[src/rtl/fifo_word_packer.sv]
// Packs PackRatio show-ahead FIFO words into one wide valid/ready beat, with flush of partial beats.
// Optional PACK_TIMEOUT_EN adds an idle counter that flushes a stalled partial beat.
module fifo_word_packer #(
  parameter int DataWidth = 32,
  parameter int PackRatio = 4,
  parameter int CntWidth  = 2
`ifdef PACK_TIMEOUT_EN
  , parameter int TimeoutCycles = 16
`endif
) (
  input  logic                           Clk,
  input  logic                           Reset,
  input  logic                           FifoNotEmpty,
  input  logic [DataWidth-1:0]           FifoReadData,
  output logic                           FifoRead,
  input  logic                           Flush,
  output logic [DataWidth*PackRatio-1:0] OutData,
  output logic [PackRatio-1:0]           OutKeep,
  output logic                           OutValid,
  input  logic                           OutReady,
  output logic [CntWidth-1:0]            LaneCnt,
  output logic                           DbgState
);

  // Output handshake: a beat transfers on any Clk edge where OutValid & OutReady;
  // OutData/OutKeep are held stable while OutValid is high and OutReady is low.
  typedef enum logic {FILL = 1'b0, HOLD = 1'b1} state_e;

  state_e                         state_q, state_d;
  logic [DataWidth-1:0]           acc_q [PackRatio];
  logic [CntWidth-1:0]            lane_cnt_q;
  logic                           pop;
  logic [CntWidth:0]              fill_n;
  logic                           complete;
  logic                           flush_req;
  logic                           emit;
  logic                           timeout_hit;
  logic [DataWidth*PackRatio-1:0] beat_d;
  logic [PackRatio-1:0]           keep_d;

  // Reset gates the pop so no word is consumed while the packer is held in reset.
  assign pop       = Reset & FifoNotEmpty & ((state_q == FILL) | OutReady);
  assign FifoRead  = pop;
  assign fill_n    = {1'b0, lane_cnt_q} + (CntWidth+1)'(pop);
  assign complete  = (state_q == FILL) & pop & (lane_cnt_q == CntWidth'(PackRatio - 1));
  assign flush_req = Flush | timeout_hit;
  assign emit      = (state_q == FILL) & (complete | (flush_req & (fill_n != '0)));
  assign LaneCnt   = lane_cnt_q;

`ifdef PACK_TIMEOUT_EN
  logic [15:0] idle_q;

  assign timeout_hit = (state_q == FILL) && (lane_cnt_q != '0) &&
                       (idle_q == 16'(TimeoutCycles - 1));

  always_ff @(posedge Clk or negedge Reset) begin
    if (!Reset) begin
      idle_q <= '0;
    end else if (pop || emit || (state_q == HOLD)) begin
      idle_q <= '0;
    end else if (lane_cnt_q != '0) begin
      idle_q <= idle_q + 16'd1;
    end
  end
`else
  assign timeout_hit = 1'b0;
`endif

  // State register
  always_ff @(posedge Clk or negedge Reset) begin
    if (!Reset) begin
      state_q <= FILL;
    end else begin
      state_q <= state_d;
    end
  end

  // Next-state logic
  always_comb begin
    state_d = state_q;
    case (state_q)
      FILL:    if (emit) state_d = HOLD;
      HOLD:    if (OutReady) state_d = FILL;
      default: state_d = FILL;
    endcase
  end

  // Output logic
  always_comb begin
    OutValid = (state_q == HOLD);
    DbgState = state_q;
  end

  // The beat being completed this cycle, including a word popped in the same cycle.
  always_comb begin
    beat_d = '0;
    keep_d = '0;
    for (int i = 0; i < PackRatio; i++) begin
      if (pop && (lane_cnt_q == CntWidth'(i))) begin
        beat_d[i*DataWidth +: DataWidth] = FifoReadData;
      end else begin
        beat_d[i*DataWidth +: DataWidth] = acc_q[i];
      end
      keep_d[i] = ((CntWidth+1)'(i) < fill_n);
    end
  end

  // Accumulator lanes are cleared on every emitted beat so unwritten lanes read as 0.
  always_ff @(posedge Clk or negedge Reset) begin
    if (!Reset) begin
      for (int i = 0; i < PackRatio; i++) acc_q[i] <= '0;
      lane_cnt_q <= '0;
      OutData    <= '0;
      OutKeep    <= '0;
    end else begin
      case (state_q)
        FILL: begin
          if (emit) begin
            OutData    <= beat_d;
            OutKeep    <= keep_d;
            for (int i = 0; i < PackRatio; i++) acc_q[i] <= '0;
            lane_cnt_q <= '0;
          end else if (pop) begin
            for (int i = 0; i < PackRatio; i++) begin
              if (lane_cnt_q == CntWidth'(i)) acc_q[i] <= FifoReadData;
            end
            lane_cnt_q <= lane_cnt_q + CntWidth'(1);
          end
        end
        HOLD: begin
          if (OutReady && pop) begin
            acc_q[0]   <= FifoReadData;
            lane_cnt_q <= CntWidth'(1);
          end
        end
        default: ;
      endcase
    end
  end

endmodule

[config.mk]
export PLATFORM = sky130hd
export DESIGN_NAME = fifo_word_packer
export DESIGN_NICKNAME = d
export VERILOG_FILES = /design/src/rtl/fifo_word_packer.sv
export SDC_FILE = /design/constraint.sdc
export NUM_CORES = 1
export LEC_CHECK = 0
export ABC_AREA = 1
export CAP_MARGIN = 20
export CORE_MARGIN = 4
export CORE_UTILIZATION = 45
export CTS_CLUSTER_DIAMETER = 150
export DETAILED_ROUTE_END_ITERATION = 7
export PLACE_DENSITY = 0.68
export RECOVER_POWER = 50
export REMOVE_ABC_BUFFERS = 1
export SLEW_MARGIN = 10
export SYNTH_ARGS = -nofsm -noshare
export SYNTH_HDL_FRONTEND = slang
export SYNTH_SLANG_ARGS = --single-unit
export TNS_END_PERCENT = 100
[constraint.sdc]
create_clock -name Clk -period 2.42 [get_ports Clk]
set_input_delay 0.726 -clock Clk [delete_from_list [all_inputs] [get_ports Clk]]
set_output_delay 0.726 -clock Clk [all_outputs]
set_load 0.01 [all_outputs]
; ---- Yosys cells after proc, flatten, opt, wreduce, memory -nomap -nowiden
; Cells that the tools add are included.
; Widths: inputs -> output; s select.
[totals]
register_bits = 263
in_bits = 37
out_inout_bits = 137
elab_cells = 65
[op_classes]
add_sub_neg = 2
magnitude_cmp = 4
n_eq_ne = 6
muxes = 19
n_bitwise = 9
reduce_logical = 17
[ops]
columns = cell, count
row1 = $mux 32, 9
row2 = $mux 128, 2
row3 = $pmux 32 s2, 1
row4 = $reduce_and 3->1, 4
row5 = $reduce_bool 2->1, 4
row6 = $and 1x1->1, 6
row7 = $lt 1x3->1 const A, 2
row8 = $lt 2x3->1 const A, 2
row9 = $mux 2, 3
row10 = $logic_and 1x1->1, 5
row11 = $eq 2x2->1 const B, 2
row12 = $pmux 2 s2, 1
row13 = $reduce_and 2->1, 2
row14 = $add 2x1->3, 1
row15 = $ne 3x2->1 const B, 1
row16 = $ne 3x3->1 const B, 1
row17 = $reduce_bool 3->1, 1
row18 = $add 2x1->2 const B, 1
row19 = $eq 2x1->1 const B, 1
row20 = $logic_not 2->1, 1
row21 = $mux 1, 2
row22 = $ne 2x1->1 const B, 1
row23 = $or 1x1->1, 2
row24 = $pmux 1 s2, 1
row25 = $not 1->1, 1

; ---- Logic depth before layout (Yosys ltp)
[logic_depth]
ltp_word = 10
depth_mapped = 15
ltp_nobuf = 13

; ---- Least setup slack after synthesis
; OpenSTA, ideal clock, no wires.
[synth_path]
path_kind = input to register
start = input port OutReady
end = register OutData[106]
setup_ns = 0.116
t_arrival_ns = 2.094
t_required_ns = 2.304
path_slack_ns = 0.210
path_stages = 14
path_buffers = 2
cell_sequence = inv_1 -> nand2_1 -> nand3_1 -> ha_1 -> nor2_1 -> nand2_1 -> nand2_2 -> nand2_2 -> nand2_4 -> inv_4 -> buf_6 -> buf_6 -> nand2_1 -> nand2_1
[synth_via]
elab_chain_cells = 8
elab_cells_between_ends = 12
classes_between = add/sub: 1 / mux: 1 / bitwise: 7 / reduce/logical: 3
[synth_lines]
columns = item, line
row1 = from (decl), 20  ; input logic OutReady,
row2 = $or 1x1->1 (*), 42  ; assign pop = Reset & FifoNotEmpty & ((state_q == FILL) | OutReady);
row3 = $and 1x1->1 (*), 42
row4 = $add 2x1->3, 44  ; assign fill_n = {1'b0, lane_cnt_q} + (CntWidth+1)'(pop);
row5 = $reduce_bool 3->1, 47  ; assign emit = (state_q == FILL) & (complete | (flush_req & (fill_n != '0)));
row6 = $and 1x1->1, 47
row7 = $or 1x1->1, 47
row8 = $and 1x1->1, 47
row9 = $reduce_and 2->1 (no line), -
row10 = to (signal assigned), 119  ; OutData <= beat_d;
row11 = to (decl), 17  ; output logic [DataWidth*PackRatio-1:0] OutData,
; Every way passes the cells marked *; elsewhere a longest branch is shown, timed or not.
; A chain may end at the register's enable or synchronous reset.

; ---- Final worst setup path
[layout_path]
start = register state_q, in the netlist DbgState
end = output port DbgState
[layout_rtl]
columns = item, line
row1 = from (decl), 29  ; state_e state_q, state_d;
row2 = from (signal assigned), 74  ; state_q <= state_d;
row3 = to (decl), 22  ; output logic DbgState
; No word-level cell between the ends.

==> impl_metrics.csv <==
group,metric,value,unit
die,initial_core_util,46.0,%
clock_tree,cts_tree,"yes",
critical_path,regToRegStartpoint,"LaneCnt[0]$_DFFE_PN0P_",
critical_path,crit_path_max_fanout,5,
place,dpl_cell_area,0.0140,sq mm
die,coreArea,0.0254,sq mm
sta,setup_viol,0,
clock_tree,clk_path_buf_depth,3,
sta,rsz0062_at_grt,"false",
die,dieArea,0.0286,sq mm
synth,synth_edf_count,0,
die,ioPinCount,174,
final_layout,drive_gt1_share,7.83,%
synth,async_flop_share,100,%
synth,synth.distinct_cells,19,
die,fp.dieW,169,microns
sta,timing.final.crit_share,96.4,%
sta,clock.fmax,428,MHz
synth,synth_common_cells,"700 x nand2_1, 263 x dfrtp_1, 129 x o21ai_0",
synth,synth_area_leaders,"dfrtp_1 56%, nand2_1 22%, o21ai_0 5.5%, nand4_1 3.5%, nand3_1 3.0%",
sta,period_minus_slack,2.33,ns
clock_tree,postCtsHoldBufs,0,
final_layout,design_area,0.0152,sq mm
routing,detail-route-antenna-nets,0,
critical_path,critical-path-top-delay-family,"buffers and inverters",
power,p_total,16.2,mW
sta,drv_slew,0,
outcome,outcome,"finished clean",
routing,drc,0,
synth,synth_area,0.0117,sq mm
clock_tree,cts_sinks,263,
critical_path,crit_path_cell_trace,"buf_4 -> clkdlybuf4s50_1",
synth,syn_inst,1452,
critical_path,path_class,"register to output pin",
sta,skew,0.0125,ns
hold_path,hp-class,"input pin to async pin",
clock_tree,insertion_delay,0.54,ns
grt,grt.overflow.total,0,
critical_path,path_buf_inv,2,
die,die_y,169,microns
place,dpl.cell_count,1906,
clock_tree,cts_max_level,1,
final_layout,area_growth,29.8,%
place,dp_hpwl,19.8,mm
clock_tree,cts_buffers,29,
critical_path,ff2ff_path_depth,11,
place,io_buffers,173,
final_layout,antennaDiodeCount,0,
routing,wl,32.4,mm
power,p_per_area,1070,mW/mm^2
synth,synth.most_common_cell,"nand2_1",
final_layout,fin_nets,1657,
critical_path,ff2ff_setup_slack,0.44,ns
routing,first_pass_iters,5,
synth,yosysTopAreaCellShare,56.3,%
synth,ys_seq_elements,263,
grt,antenna_found_initial,2,
routing,wl_per_cell,16.5,microns
critical_path,cp_data_arrival_time,1.61,ns
sta,worst_pin_slew,1.43,ns
synth,synth-main-ff-cell,"dfrtp_1",
routing,vias_per_cell,5.14,
synth,ys_warn_count,0,
power,p_leak,7.99,nW
final_layout,finalNonFillerCells,1965,
critical_path,reg2reg_to,"OutData[26]$_DFFE_PN0P_",
routing,drt_iter0_drc,693,
clock_tree,path_clk_slew,0.06,ns
job,drv_cap,0,
critical_path,endpoint_kind,"output pin",
critical_path,cpPeakStageDelay,0.55,ns
synth,synth_area_leader_cell,"dfrtp_1",
sta,relSlewSlack,4.58,%
grt,grt_usage,22.0,%
critical_path,cpMaxStageDelayCell,"clkdlybuf4s50_1",
grt,grt_pass1_wl,52.0,mm
routing,num_vias,10100,
die,row_count,58,
grt,grt_max_degree,156,
place,gp_congestion,0.772,
sta,final_hold_viol_count,0,
grt,grt_pass1_vias,9882,
synth,ys_seq_area_share,56.3,%
power,ir_drop,0.638,mV
critical_path,cp.required,1.69,ns
sta,whs,0.247,ns
critical_path,startpoint_type,"register",
synth,synth_area_per_cell,8.05,sq um
clock_tree,cts_root_buf,"clkbuf_16",
## power breakdown
group	switching [mW]	internal, mW
Combinational	3.42	2.33
Sequential	0.516	5.29
Clock	1.75	2.90
## routing by layer
layer	global-route usage [%]	part of all wire [%]
met3	4.66	6.6
met2	34.8	46
met5	0	0.090
met4	4.34	1.4
met1	31.9	46
## cell usage in the layout, fill, tap and decap left out, types with 2 or more instances in the layout
cell / n
buf_4: 26
clkbuf_16: 32
dlygate4sd3_1: 66
nand2_4: 2
clkbuf_1: 4
nand2_1: 695
ha_1: 6
o21ai_0: 129
buf_12: 21
buf_6: 3
nand2_2: 7
dfrtp_1: 263
clkdlybuf4s50_1: 105
nand4_1: 65
inv_1: 71
nand3_1: 68
nor2_1: 34
inv_2: 7
clkinv_2: 7
bufinv_16: 5
clkbuf_8: 6
nor2_4: 2
## area by class of cell
class                   instances  area, sq um
clock buffers                  39          823
clock inverters                13          193
fillers                      2267        10200
inverters                      79          309
multi-input cells            1013         4360
flip-flops and latches        263         6580
well taps                     330          413
repair buffers                228         2490
## flip-flops by register name, indices dropped and copies added (netlist names)
| name | cells |
|---|---|
| OutData | 128 |
| acc_q | 128 |
| OutKeep | 4 |
| LaneCnt | 2 |
| DbgState | 1 |
## cell families after synthesis
kind of cell / Yosys count / share of synthesized area [%]
buffers and inverters: 177 / 7.09
adder cells (fa/ha/maj): 6 / 0.642
flip-flops: 263 / 56.3
AO/OA/AOI/OAI: 132 / 5.65
AND/OR/NAND/NOR: 874 / 30.3
## through the flow
stage                     utilization [%]  setup slack [ns]  setup TNS (ns)
after floorplan                         -             -2.31         -506.79
after global placement               55.2            -0.401          -93.29
after detailed placement             55.2            -0.441         -101.33
after CTS                            59.2          0.000681               0
after global routing                 59.7           0.00647               0
final                                59.7            0.0862               0
## worst max path at each step
stage	from	endpoint	slack [ns]	depth (start not counted)
CTS	OutReady	FifoRead	0.0007	6
finish	DbgState$_DFF_PN0_	DbgState	0.09	2
global placement	OutReady	acc_q[61]$_DFFE_PN0P_	-0.40	14
floorplan	OutReady	LaneCnt[1]$_DFFE_PN0P_	-2.31	9
detailed placement	OutReady	acc_q[38]$_DFFE_PN0P_	-0.44	14
global route	OutReady	acc_q[60]$_DFFE_PN0P_	0.006	12
## repair_timing
action | 4_1_cts | 5_1_grt
gates resized for setup | 3 | 11
gates cloned | 0 | 4
setup endpoints to repair | 1 | 240
buffers inserted | 0 | 3
(Power assumes the default switching activity.)
